File: config.mk
export PLATFORM = sky130hd
export DESIGN_NAME = branch_unit_flat
export DESIGN_NICKNAME = d
export VERILOG_FILES = /design/src/rtl/branch_pkg.sv /design/src/rtl/branch_unit_if.sv /design/src/rtl/branch_bht.sv /design/src/rtl/branch_unit.sv /design/src/flat_wrapper.sv
export SDC_FILE = /design/constraint.sdc
export NUM_CORES = 1
export LEC_CHECK = 0
export ABC_AREA = 1
export BUFFER_PORTS_ARGS = -buffer_cell sky130_fd_sc_hd__buf_2
export CORE_ASPECT_RATIO = 1.4
export CORE_MARGIN = 2
export CORE_UTILIZATION = 45
export CTS_BUF_LIST = sky130_fd_sc_hd__clkbuf_16
export CTS_CLUSTER_DIAMETER = 150
export CTS_CLUSTER_SIZE = 16
export DETAILED_ROUTE_END_ITERATION = 16
export PLACE_DENSITY = 0.69
export SLEW_MARGIN = 20
export SYNTH_ARGS = -nofsm -noshare
export SYNTH_HDL_FRONTEND = slang
export SYNTH_SLANG_ARGS = --single-unit
File: constraint.sdc
create_clock -name clk -period 2.8 [get_ports clk]
set_clock_uncertainty 0.1 [all_clocks]
set_input_delay 0.84 -clock clk [delete_from_list [all_inputs] [get_ports clk]]
set_output_delay 0.84 -clock clk [all_outputs]
set_load 0.02 [all_outputs]
File: src/rtl/branch_pkg.sv
// Shared constants and types for the branch resolution unit and its history table.
package branch_pkg;

    localparam logic [6:0] OP_BRANCH = 7'b1100011;
    localparam int unsigned PERF_W = 32;

    typedef enum logic [2:0] {
        BEQ  = 3'b000,
        BNE  = 3'b001,
        BLT  = 3'b100,
        BGE  = 3'b101,
        BLTU = 3'b110,
        BGEU = 3'b111
    } func3_e;

    // 2-bit saturating counter states; MSB is the taken prediction.
    localparam logic [1:0] SNT = 2'b00;
    localparam logic [1:0] WNT = 2'b01;
    localparam logic [1:0] WT  = 2'b10;
    localparam logic [1:0] ST  = 2'b11;

    // Flag half of the output register; the XLEN-wide PCs sit beside it.
    typedef struct packed {
        logic is_branch;
        logic illegal;
        logic taken;
        logic mispredict;
    } result_t;

endpackage

File: src/rtl/branch_unit_if.sv
// Request/response and fetch-prediction signals between decode, branch_unit and fetch.
interface branch_unit_if #(parameter int unsigned XLEN = 32);

    logic            in_valid;
    logic            in_ready;
    logic [6:0]      in_opcode;
    logic [2:0]      in_func3;
    logic [XLEN-1:0] in_pc;
    logic [XLEN-1:0] in_rs1;
    logic [XLEN-1:0] in_rs2;
    logic [XLEN-1:0] in_imm;
    logic            in_pred_taken;
    logic [XLEN-1:0] fetch_pc;
    logic            fetch_pred_taken;
    logic            out_valid;
    logic            out_ready;
    logic            out_is_branch;
    logic            out_illegal;
    logic            out_taken;
    logic [XLEN-1:0] out_target;
    logic [XLEN-1:0] out_redirect_pc;
    logic            out_mispredict;

    modport master (
        output in_valid, in_opcode, in_func3, in_pc, in_rs1, in_rs2, in_imm,
               in_pred_taken, fetch_pc, out_ready,
        input  in_ready, fetch_pred_taken, out_valid, out_is_branch, out_illegal,
               out_taken, out_target, out_redirect_pc, out_mispredict
    );

    modport slave (
        input  in_valid, in_opcode, in_func3, in_pc, in_rs1, in_rs2, in_imm,
               in_pred_taken, fetch_pc, out_ready,
        output in_ready, fetch_pred_taken, out_valid, out_is_branch, out_illegal,
               out_taken, out_target, out_redirect_pc, out_mispredict
    );

endinterface

File: src/rtl/branch_bht.sv
// Branch history table: array of 2-bit saturating counters, async read, one update per cycle.
module branch_bht
    import branch_pkg::*;
#(
    parameter int unsigned BHT_ENTRIES = 64,
    localparam int unsigned IDX_W = $clog2(BHT_ENTRIES)
) (
    input  logic             clk,
    input  logic             rst_n,
    input  logic [IDX_W-1:0] rd_idx_i,
    output logic [1:0]       rd_ctr_o,
    input  logic             we_i,
    input  logic [IDX_W-1:0] wr_idx_i,
    input  logic             wr_taken_i
);

    logic [1:0] ctr_q [BHT_ENTRIES];
    logic [1:0] ctr_d;

    // Saturating step of the entry being trained.
    always_comb begin
        ctr_d = ctr_q[wr_idx_i];
        if (wr_taken_i && ctr_q[wr_idx_i] != ST) begin
            ctr_d = ctr_q[wr_idx_i] + 2'd1;
        end else if (!wr_taken_i && ctr_q[wr_idx_i] != SNT) begin
            ctr_d = ctr_q[wr_idx_i] - 2'd1;
        end
    end

    always_ff @(posedge clk or negedge rst_n) begin
        if (!rst_n) begin
            for (int i = 0; i < int'(BHT_ENTRIES); i++) begin
                ctr_q[i] <= WNT;
            end
        end else if (we_i) begin
            ctr_q[wr_idx_i] <= ctr_d;
        end
    end

    // No write-to-read bypass: fetch sees the pre-update counter.
    assign rd_ctr_o = ctr_q[rd_idx_i];

endmodule

File: src/rtl/branch_unit.sv
// Conditional branch resolution with target/redirect generation and BHT training.
// Optional perf counters are built when BRANCH_PERF_EN is defined.
module branch_unit
    import branch_pkg::*;
#(
    parameter int unsigned XLEN        = 32,
    parameter int unsigned BHT_ENTRIES = 64
) (
    input  logic               clk,
    input  logic               rst_n,
    branch_unit_if.slave       bus
`ifdef BRANCH_PERF_EN
    ,
    output logic [PERF_W-1:0]  perf_branches,
    output logic [PERF_W-1:0]  perf_mispredicts
`endif
);

    localparam int unsigned IDX_W = $clog2(BHT_ENTRIES);

    logic            is_op;
    logic            eq;
    logic            lt_s;
    logic            lt_u;
    logic            cond_taken;
    logic            legal_f3;
    logic            accept;
    result_t         res_d;
    result_t         res_q;
    logic [XLEN-1:0] target_d;
    logic [XLEN-1:0] redirect_d;
    logic [XLEN-1:0] target_q;
    logic [XLEN-1:0] redirect_q;
    logic            valid_q;
    logic [1:0]      rd_ctr;
    logic            unused_fetch_bits;

    assign is_op = (bus.in_opcode == OP_BRANCH);
    assign eq    = (bus.in_rs1 == bus.in_rs2);
    assign lt_s  = ($signed(bus.in_rs1) < $signed(bus.in_rs2));
    assign lt_u  = (bus.in_rs1 < bus.in_rs2);

    // Condition select and result flags for the presented instruction.
    always_comb begin
        cond_taken = 1'b0;
        legal_f3   = 1'b1;
        case (func3_e'(bus.in_func3))
            BEQ:     cond_taken = eq;
            BNE:     cond_taken = !eq;
            BLT:     cond_taken = lt_s;
            BGE:     cond_taken = !lt_s;
            BLTU:    cond_taken = lt_u;
            BGEU:    cond_taken = !lt_u;
            default: legal_f3   = 1'b0;
        endcase
        res_d            = '0;
        res_d.is_branch  = is_op && legal_f3;
        res_d.illegal    = is_op && !legal_f3;
        res_d.taken      = res_d.is_branch && cond_taken;
        res_d.mispredict = (res_d.taken != bus.in_pred_taken);
    end

    assign target_d   = bus.in_pc + bus.in_imm;
    assign redirect_d = res_d.taken ? target_d : (bus.in_pc + XLEN'(4));

    assign bus.in_ready = !valid_q || bus.out_ready;
    assign accept       = bus.in_valid && bus.in_ready;

    always_ff @(posedge clk or negedge rst_n) begin
        if (!rst_n) begin
            valid_q    <= 1'b0;
            res_q      <= '0;
            target_q   <= '0;
            redirect_q <= '0;
        end else if (accept) begin
            valid_q    <= 1'b1;
            res_q      <= res_d;
            target_q   <= target_d;
            redirect_q <= redirect_d;
        end else if (bus.out_ready) begin
            valid_q    <= 1'b0;
        end
    end

    assign bus.out_valid       = valid_q;
    assign bus.out_is_branch   = res_q.is_branch;
    assign bus.out_illegal     = res_q.illegal;
    assign bus.out_taken       = res_q.taken;
    assign bus.out_mispredict  = res_q.mispredict;
    assign bus.out_target      = target_q;
    assign bus.out_redirect_pc = redirect_q;

    branch_bht #(.BHT_ENTRIES(BHT_ENTRIES)) u_bht (
        .clk        (clk),
        .rst_n      (rst_n),
        .rd_idx_i   (bus.fetch_pc[IDX_W+1:2]),
        .rd_ctr_o   (rd_ctr),
        .we_i       (accept && res_d.is_branch),
        .wr_idx_i   (bus.in_pc[IDX_W+1:2]),
        .wr_taken_i (res_d.taken)
    );

    assign bus.fetch_pred_taken = rd_ctr[1];
    assign unused_fetch_bits    = ^{bus.fetch_pc[XLEN-1:IDX_W+2], bus.fetch_pc[1:0], rd_ctr[0]};

`ifdef BRANCH_PERF_EN
    logic [PERF_W-1:0] perf_br_q;
    logic [PERF_W-1:0] perf_mis_q;

    always_ff @(posedge clk or negedge rst_n) begin
        if (!rst_n) begin
            perf_br_q  <= '0;
            perf_mis_q <= '0;
        end else if (accept) begin
            if (res_d.is_branch)  perf_br_q  <= perf_br_q + PERF_W'(1);
            if (res_d.mispredict) perf_mis_q <= perf_mis_q + PERF_W'(1);
        end
    end

    assign perf_branches    = perf_br_q;
    assign perf_mispredicts = perf_mis_q;
`endif

endmodule
File: src/flat_wrapper.sv
// flat-port wrapper written by rule: the top's interface ports become plain ports
module branch_unit_flat import branch_pkg::*;
#(
    parameter int unsigned XLEN        = 32,
    parameter int unsigned BHT_ENTRIES = 64
)
  (clk, rst_n, bus_in_valid, bus_in_opcode, bus_in_func3, bus_in_pc, bus_in_rs1, bus_in_rs2, bus_in_imm, bus_in_pred_taken, bus_fetch_pc, bus_out_ready, bus_in_ready, bus_fetch_pred_taken, bus_out_valid, bus_out_is_branch, bus_out_illegal, bus_out_taken, bus_out_target, bus_out_redirect_pc, bus_out_mispredict);
  branch_unit_if #(.XLEN(XLEN)) bus_i ();
  input  logic clk;
  input  logic rst_n;
  input wire logic [$bits(bus_i.in_valid)-1:0] bus_in_valid;
  input wire logic [$bits(bus_i.in_opcode)-1:0] bus_in_opcode;
  input wire logic [$bits(bus_i.in_func3)-1:0] bus_in_func3;
  input wire logic [$bits(bus_i.in_pc)-1:0] bus_in_pc;
  input wire logic [$bits(bus_i.in_rs1)-1:0] bus_in_rs1;
  input wire logic [$bits(bus_i.in_rs2)-1:0] bus_in_rs2;
  input wire logic [$bits(bus_i.in_imm)-1:0] bus_in_imm;
  input wire logic [$bits(bus_i.in_pred_taken)-1:0] bus_in_pred_taken;
  input wire logic [$bits(bus_i.fetch_pc)-1:0] bus_fetch_pc;
  input wire logic [$bits(bus_i.out_ready)-1:0] bus_out_ready;
  output wire logic [$bits(bus_i.in_ready)-1:0] bus_in_ready;
  output wire logic [$bits(bus_i.fetch_pred_taken)-1:0] bus_fetch_pred_taken;
  output wire logic [$bits(bus_i.out_valid)-1:0] bus_out_valid;
  output wire logic [$bits(bus_i.out_is_branch)-1:0] bus_out_is_branch;
  output wire logic [$bits(bus_i.out_illegal)-1:0] bus_out_illegal;
  output wire logic [$bits(bus_i.out_taken)-1:0] bus_out_taken;
  output wire logic [$bits(bus_i.out_target)-1:0] bus_out_target;
  output wire logic [$bits(bus_i.out_redirect_pc)-1:0] bus_out_redirect_pc;
  output wire logic [$bits(bus_i.out_mispredict)-1:0] bus_out_mispredict;
  assign bus_i.in_valid = bus_in_valid;
  assign bus_i.in_opcode = bus_in_opcode;
  assign bus_i.in_func3 = bus_in_func3;
  assign bus_i.in_pc = bus_in_pc;
  assign bus_i.in_rs1 = bus_in_rs1;
  assign bus_i.in_rs2 = bus_in_rs2;
  assign bus_i.in_imm = bus_in_imm;
  assign bus_i.in_pred_taken = bus_in_pred_taken;
  assign bus_i.fetch_pc = bus_fetch_pc;
  assign bus_i.out_ready = bus_out_ready;
  assign bus_in_ready = bus_i.in_ready;
  assign bus_fetch_pred_taken = bus_i.fetch_pred_taken;
  assign bus_out_valid = bus_i.out_valid;
  assign bus_out_is_branch = bus_i.out_is_branch;
  assign bus_out_illegal = bus_i.out_illegal;
  assign bus_out_taken = bus_i.out_taken;
  assign bus_out_target = bus_i.out_target;
  assign bus_out_redirect_pc = bus_i.out_redirect_pc;
  assign bus_out_mispredict = bus_i.out_mispredict;
  branch_unit #(.XLEN(XLEN), .BHT_ENTRIES(BHT_ENTRIES)) u_core (.clk(clk), .rst_n(rst_n), .bus(bus_i));
endmodule
# Word level (Yosys, flattened, before mapping)

Index checks and enable logic that the tools add are counted.

Output and inout port bits: 71
Logic and storage cells: 126
Register bits: 197

Order comparisons: 5
Equal/unequal tests: 9
Add/subtract/negate cells: 4
Reduce and logical (&&, ||, !) cells: 19
Mux-type cells: 16
Bitwise gates (word level): 2

Operators by type and width:

| kind                                                                  | count |
|---|---|
| 128-bit bitwise mux                                                   | 1 |
| 32-bit < comparator                                                   | 2 |
| 32-bit by 3-bit adder with 32-bit output, second input constant       | 1 |
| 32-bit adder                                                          | 1 |
| 32-bit equality test                                                  | 1 |
| 32-bit two-way mux                                                    | 1 |
| 2-bit binary-select mux with 6-bit select                             | 2 |
| 7-bit greater-or-equal comparator, second input constant              | 2 |
| 2-bit two-way mux                                                     | 7 |
| 6-bit inverter with 7-bit output                                      | 2 |
| 2-bit demux with 6-bit select                                         | 1 |
| 3-bit equality test, second input constant                            | 4 |
| 1-bit logical AND                                                     | 8 |
| 7-bit equality test, second input constant                            | 1 |
| 7-bit by 1-bit < comparator with 1-bit output, second input constant  | 1 |
| 1-bit logical NOT                                                     | 6 |
| 1-bit case mux with 6 select lines                                    | 1 |
| 6-bit OR reduction                                                    | 1 |
| 2-bit nonzero test                                                    | 2 |
| 3-bit by 1-bit equality test with 1-bit output, second input constant | 1 |
| 3-bit logical NOT                                                     | 1 |
| 1-bit two-way mux                                                     | 3 |
| 2-bit by 1-bit adder with 2-bit output, second input constant         | 1 |
| 2-bit inequality test, second input constant                          | 1 |
| other kinds (3)                                                       | 3 |

# Longest topological paths before layout

Word-level depth: 10
Depth in mapped cells: 25
Depth with buffers taken out: 24

# By module

Synthesis repeated with hierarchy kept, for this count alone.

Cell total of the unflattened synthesis: 2318
Area, all modules: 15139.5 um^2

By module, submodules not included:

| module      | cells an instance | times used | sequential area each (um^2) | area each (um^2) |
|---|---|---|---|---|
| branch_bht  | 1348              | 1          | 3283.1                      | 8595.7 |
| branch_unit | 970               | 1          | 1726.7                      | 6543.8 |

# Worst setup path after synthesis

No wires, ideal clock.

Kind: in2out
Start: input port bus_fetch_pc[3]
End: output port bus_fetch_pred_taken
Buffers on the path: 2
Required time: 1860 ps
Stages: 9
Path slack: -450 ps
Arrival: 2310 ps
Cell sequence: clkbuf_1 inv_1 clkbuf_1 o21ai_0 o22ai_1 nor2_1 o22ai_1 nor2_1 o31ai_1

Longest elaborated chain between the ends: 4

RTL lines:

| element                                                | RTL line           | RTL |
|---|---|---|
| from (decl)                                            | flat_wrapper.sv:19 | `input wire logic [$bits(bus_i.fetch_pc)-1:0] bus_fetch_pc;` |
| 6-bit inverter with 7-bit output (not written as such) | branch_bht.sv:41   | `assign rd_ctr_o = ctr_q[rd_idx_i];` |
| 2-bit binary-select mux with 6-bit select              | branch_bht.sv:41   |  |
| 2-bit two-way mux (not written as such) (2 in a row)   | branch_bht.sv:41   |  |
| to (decl)                                              | flat_wrapper.sv:22 | `output wire logic [$bits(bus_i.fetch_pred_taken)-1:0] bus_fetch_pred_taken;` |

Every way passes these cells. The select of a mux whose other input is x is not followed.

# Worst setup path in the final report

Start: input port bus_in_pc[2]
End: register u_core.u_bht.ctr_q[33] (netlist bit)

Longest elaborated chain between the ends: 9
Elaborated cells on any way between the ends: 18
Classes of those cells: 2 x add/sub; 2 x order compare; 1 x eq/ne; 8 x mux; 1 x bitwise; 4 x reduce/logical

RTL lines:

| element                                                                             | RTL line           | RTL |
|---|---|---|
| from (decl)                                                                         | flat_wrapper.sv:14 | `input wire logic [$bits(bus_i.in_pc)-1:0] bus_in_pc;` |
| 6-bit inverter with 7-bit output (not written as such) (*)                          | --                 |  |
| branches (longest 7 deep; another with 2-bit by 1-bit subtractor with 2-bit output) | --                 |  |
| 128-bit bitwise mux (*)                                                             | branch_bht.sv:36   | `ctr_q[wr_idx_i] <= ctr_d;` |
| to (signal, indexed assignment)                                                     | branch_bht.sv:36   |  |
| to (decl)                                                                           | branch_bht.sv:17   | `logic [1:0] ctr_q [BHT_ENTRIES];` |

Every way passes the cells marked *. The select of a mux whose other input is x is not followed.
A chain may end at the register's enable or synchronous reset.

==> flow_summary.yaml <==
synth:
  ys_seq_elements: 197
  seq_area_frac_synth_pct: 37.1
  synth_top_area_share_pct: 24.6
  avgSynthCellArea_sq_um: 7.31
  synth_edf_count: 0
  synth_area_leaders: "dfrtp_1 (25%), nand2_1 (18%), dfstp_2 (12%)"
  synth_nets: 2089
  yosys.area.top_type: "dfrtp_1"
  ys.flop_type: "dfrtp_1"
  synth_compound_area_share_pct: 12.3
  synth_top_family_by_area: "simple AND/OR/NAND/NOR gates"
  synthTopCellsByCount: "nand2_1 (653), inv_1 (183), dfrtp_1 (133)"
  synthArstFlopShare_pct: 100
  syn_inst: 1847
  synth_xor_area_share_pct: 3.37
  ys_types: 60
  yosysMostFrequentCell: "nand2_1"
  yosys.area_share.simple_pct: 32.2
  synth_fa_ha_area_share_pct: 6.26
  synth.cell_area_sq_um: 13500
  yosys_warnings: 0
  synth.area.mux_share_pct: 0
clock_network:
  cts_made_buffers: 17
  htree_levels: 4
  cts_num_sinks: 197
  clk-insertion-delay-late_ns: 0.46
  ctsHoldBuffers: 0
  cts_tree: "done"
  clock-root-buffer: "clkbuf_16"
  clock_path_buffers: 2
  clk_pin_slew_worst_paths_ns: 0.07
sta:
  period_minus_slack_ns: 3.22
  relSlewSlack_pct: 47.0
  max_freq_ghz: 0.310
  layout_setup_ws_ns: -0.423
  rsz0062_at_grt: "yes"
  hold_viol_final: 0
  period_share_pct: 115
  drv_slew: 0
  tightest_slew_ns: 0.789
  setup_viol: 134
layout:
  seq_area_sq_um: 5010
  stdcell_area_sq_um: 20500
  syn_to_final_growth_pct: 51.6
  drive_gt1_share_pct: 45.3
  layout.nets: 2613
  nFillCells: 2269
  utilization_pct: 68.8
  instances_no_fill: 2772
  multiInputGateArea_sq_um: 9060
outcome:
  violations: "negative setup slack"
  status: "complete, but fails checks"
route:
  routedWlPerCell_microns: 19.8
  vias: 15553
  drtIter0Drc: 1131
  wirelength_microns: 54800
  drc: 0
  ant_nets: 0
  routed_via_density: 5.61
  dr.pass1.iters: 6
setup_path:
  critPathMaxFanout: 9
  cp.required_ns: 3.05
  r2r_cells: 18
  end_kind: "flip-flop"
  crit_type: "in2reg"
  cp_data_arrival_time_ns: 3.47
  start_kind: "input port"
placed_design:
  dp_slack_ns: -0.814
  portBuffers: 219
  dpl-instance-area_sq_um: 17300
  gp_congestion: 1.01
  dp.cells: 2676
  dpl.hpwl_microns: 36200
global_routing:
  grt_pass1_wl_microns: 80200
  grt_overflow: 0
  antenna_found_initial: 7
  grt_pass1_vias: 15793
  grt_max_degree: 58
  globalRouteTotalUtil_pct: 33.2
die:
  die_w_microns: 150
  die_h_microns: 209
  start_util_pct: 45.4
  dieArea_sq_um: 31400
  fp-row-count: 75
  fp.coreArea_sq_um: 29700
  ioPinCount: 246
pwr:
  power_density_nw_per_um2: 401
  peakVddDrop_mv: 0.407
  leakage_uw: 0.0109
job:
  maxCapViolCount: 0
min_path:
  hold_path_class: "in2async"
-- registers in the layout (all words and copies together) (netlist names) --
| name | count |
|---|---|
| u_core.bus.out_valid | 1 |
| u_core.bus.out_redirect_pc | 32 |
| u_core.bus.out_is_branch | 1 |
| u_core.bus.out_illegal | 1 |
| u_core.u_bht.ctr_q | 128 |
| u_core.bus.out_taken | 1 |
| u_core.bus.out_mispredict | 1 |
| u_core.bus.out_target | 32 |
-- final timing paths --
check	slack [ns]	end	startpoint
worst min-delay path	0.25	u_core.u_bht.ctr_q[105]$_DFFE_PN0P_	rst_n
min in group clk	0.37	u_core.bus.out_redirect_pc[27]$_DFFE_PN0P_	u_core.bus.out_redirect_pc[27]$_DFFE_PN0P_
max in group asynchronous	1.61	u_core.u_bht.ctr_q[14]$_DFFE_PN1P_	rst_n
worst min register to register	0.37	u_core.bus.out_redirect_pc[27]$_DFFE_PN0P_	u_core.bus.out_redirect_pc[27]$_DFFE_PN0P_
worst max register to register	0	u_core.u_bht.ctr_q[33]$_DFFE_PN0P_	u_core.u_bht.ctr_q[97]$_DFFE_PN0P_
worst max-delay path	-0.42	u_core.u_bht.ctr_q[33]$_DFFE_PN0P_	bus_in_pc[2]
-- kinds of logic (layout without fill, tap and decap cells) --
family                   Yosys count  after routing
AO/OA/AOI/OAI                    271            271
XOR/XNOR                          52             52
adder cells (fa/ha/maj)           67             67
buffers and inverters            261            797
flip-flops                       197            197
other                              0              3
AND/OR/NAND/NOR                  999           1000
-- routing by layer --
metal	global-route usage [%]	up-vias	share of wire [%]	wire length [microns]
li1	-	7035	-	-
met1	34.3	7366	33	18200
met2	57.8	837	51	27800
met3	8.01	307	7.7	4220
met4	23.6	8	8.5	4650
met5	0	-	0.082	45
-- critical path, stage by stage --
cell     delay, ns
buf_8         0.14
inv_8         0.06
nand3_4       0.11
inv_4         0.10
buf_4         0.18
a22oi_1       0.23
nand4_1       0.20
nand2_1       0.14
nand4_1       0.16
nor2_4        0.17
buf_6         0.13
ha_4          0.16
inv_6         0.05
nand2_8       0.09
nand2_4       0.06
nand3_4       0.15
buf_12        0.13
nand2_8       0.08
buf_12        0.16
nand2_4       0.06
nand2_2       0.04
-- power by group --
group	switching, uW	leakage [uW]	internal [uW]	total (uW)
clock	1280	0.000285	1340	2620
combinational	1430	0.00819	1030	2460
sequential	107	0.00238	3030	3130
-- repair_timing --
| action | CTS | global route |
|---|---|---|
| setup endpoints to repair | 155 | 173 |
| gates resized for setup | 191 | 321 |
| setup buffers | 33 | 20 |
| pin swaps | 75 | 111 |
| gates cloned | 17 | 2 |
-- per-stage QoR --
step / hold WS, ns / setup TNS (ns) / total power (uW)
after floorplan: 0.347 / -21.53 / 4230
after global placement: 0.355 / -112.89 / 5280
after detailed placement: 0.357 / -125.19 / 5320
after CTS: 0.259 / -14.14 / 8010
after global routing: 0.273 / -50.68 / 8520
final: 0.252 / -46.12 / 8210
-- cells in the final DEF (no fill, tap or decap), types with 15 or more instances in the layout --
| cell | netlist | layout |
|---|---|---|
| nand2_1 | 653 | 468 |
| buf_4 | 5 | 276 |
| buf_2 | 8 | 204 |
| nand2_2 | 60 | 157 |
| inv_1 | 183 | 155 |
| dfrtp_1 | 133 | 133 |
| nor2_1 | 116 | 101 |
| nand2_4 | 1 | 87 |
| nor3_1 | 75 | 72 |
| o21ai_0 | 93 | 67 |
| dfstp_2 | 64 | 64 |
| a21oi_1 | 67 | 51 |
| ha_1 | 66 | 39 |
| buf_6 | 10 | 35 |
| xor2_1 | 36 | 34 |
| buf_12 | 5 | 29 |
| ha_4 | 0 | 27 |
| inv_2 | 13 | 26 |
| nand4_1 | 25 | 25 |
| nand3_1 | 33 | 25 |
| o21ai_1 | 6 | 22 |
| a22oi_1 | 20 | 20 |
| clkbuf_16 | 0 | 18 |
| xnor2_1 | 16 | 15 |
-- final cells by class --
| type | instances | area share, % |
|---|---|---|
| tap | 385 | 2.35 |
| timing repair inverter | 1 | 0.0306 |
| sequential | 197 | 24.5 |
| inverter | 202 | 4.15 |
| multi-input combinational | 1390 | 44.3 |
| timing repair buffer | 562 | 21.8 |
| clock inverter | 15 | 0.837 |
| antenna | 3 | 0.0367 |
| clock buffer | 17 | 2.08 |
Note: power is estimated with default switching activity, not from simulation.
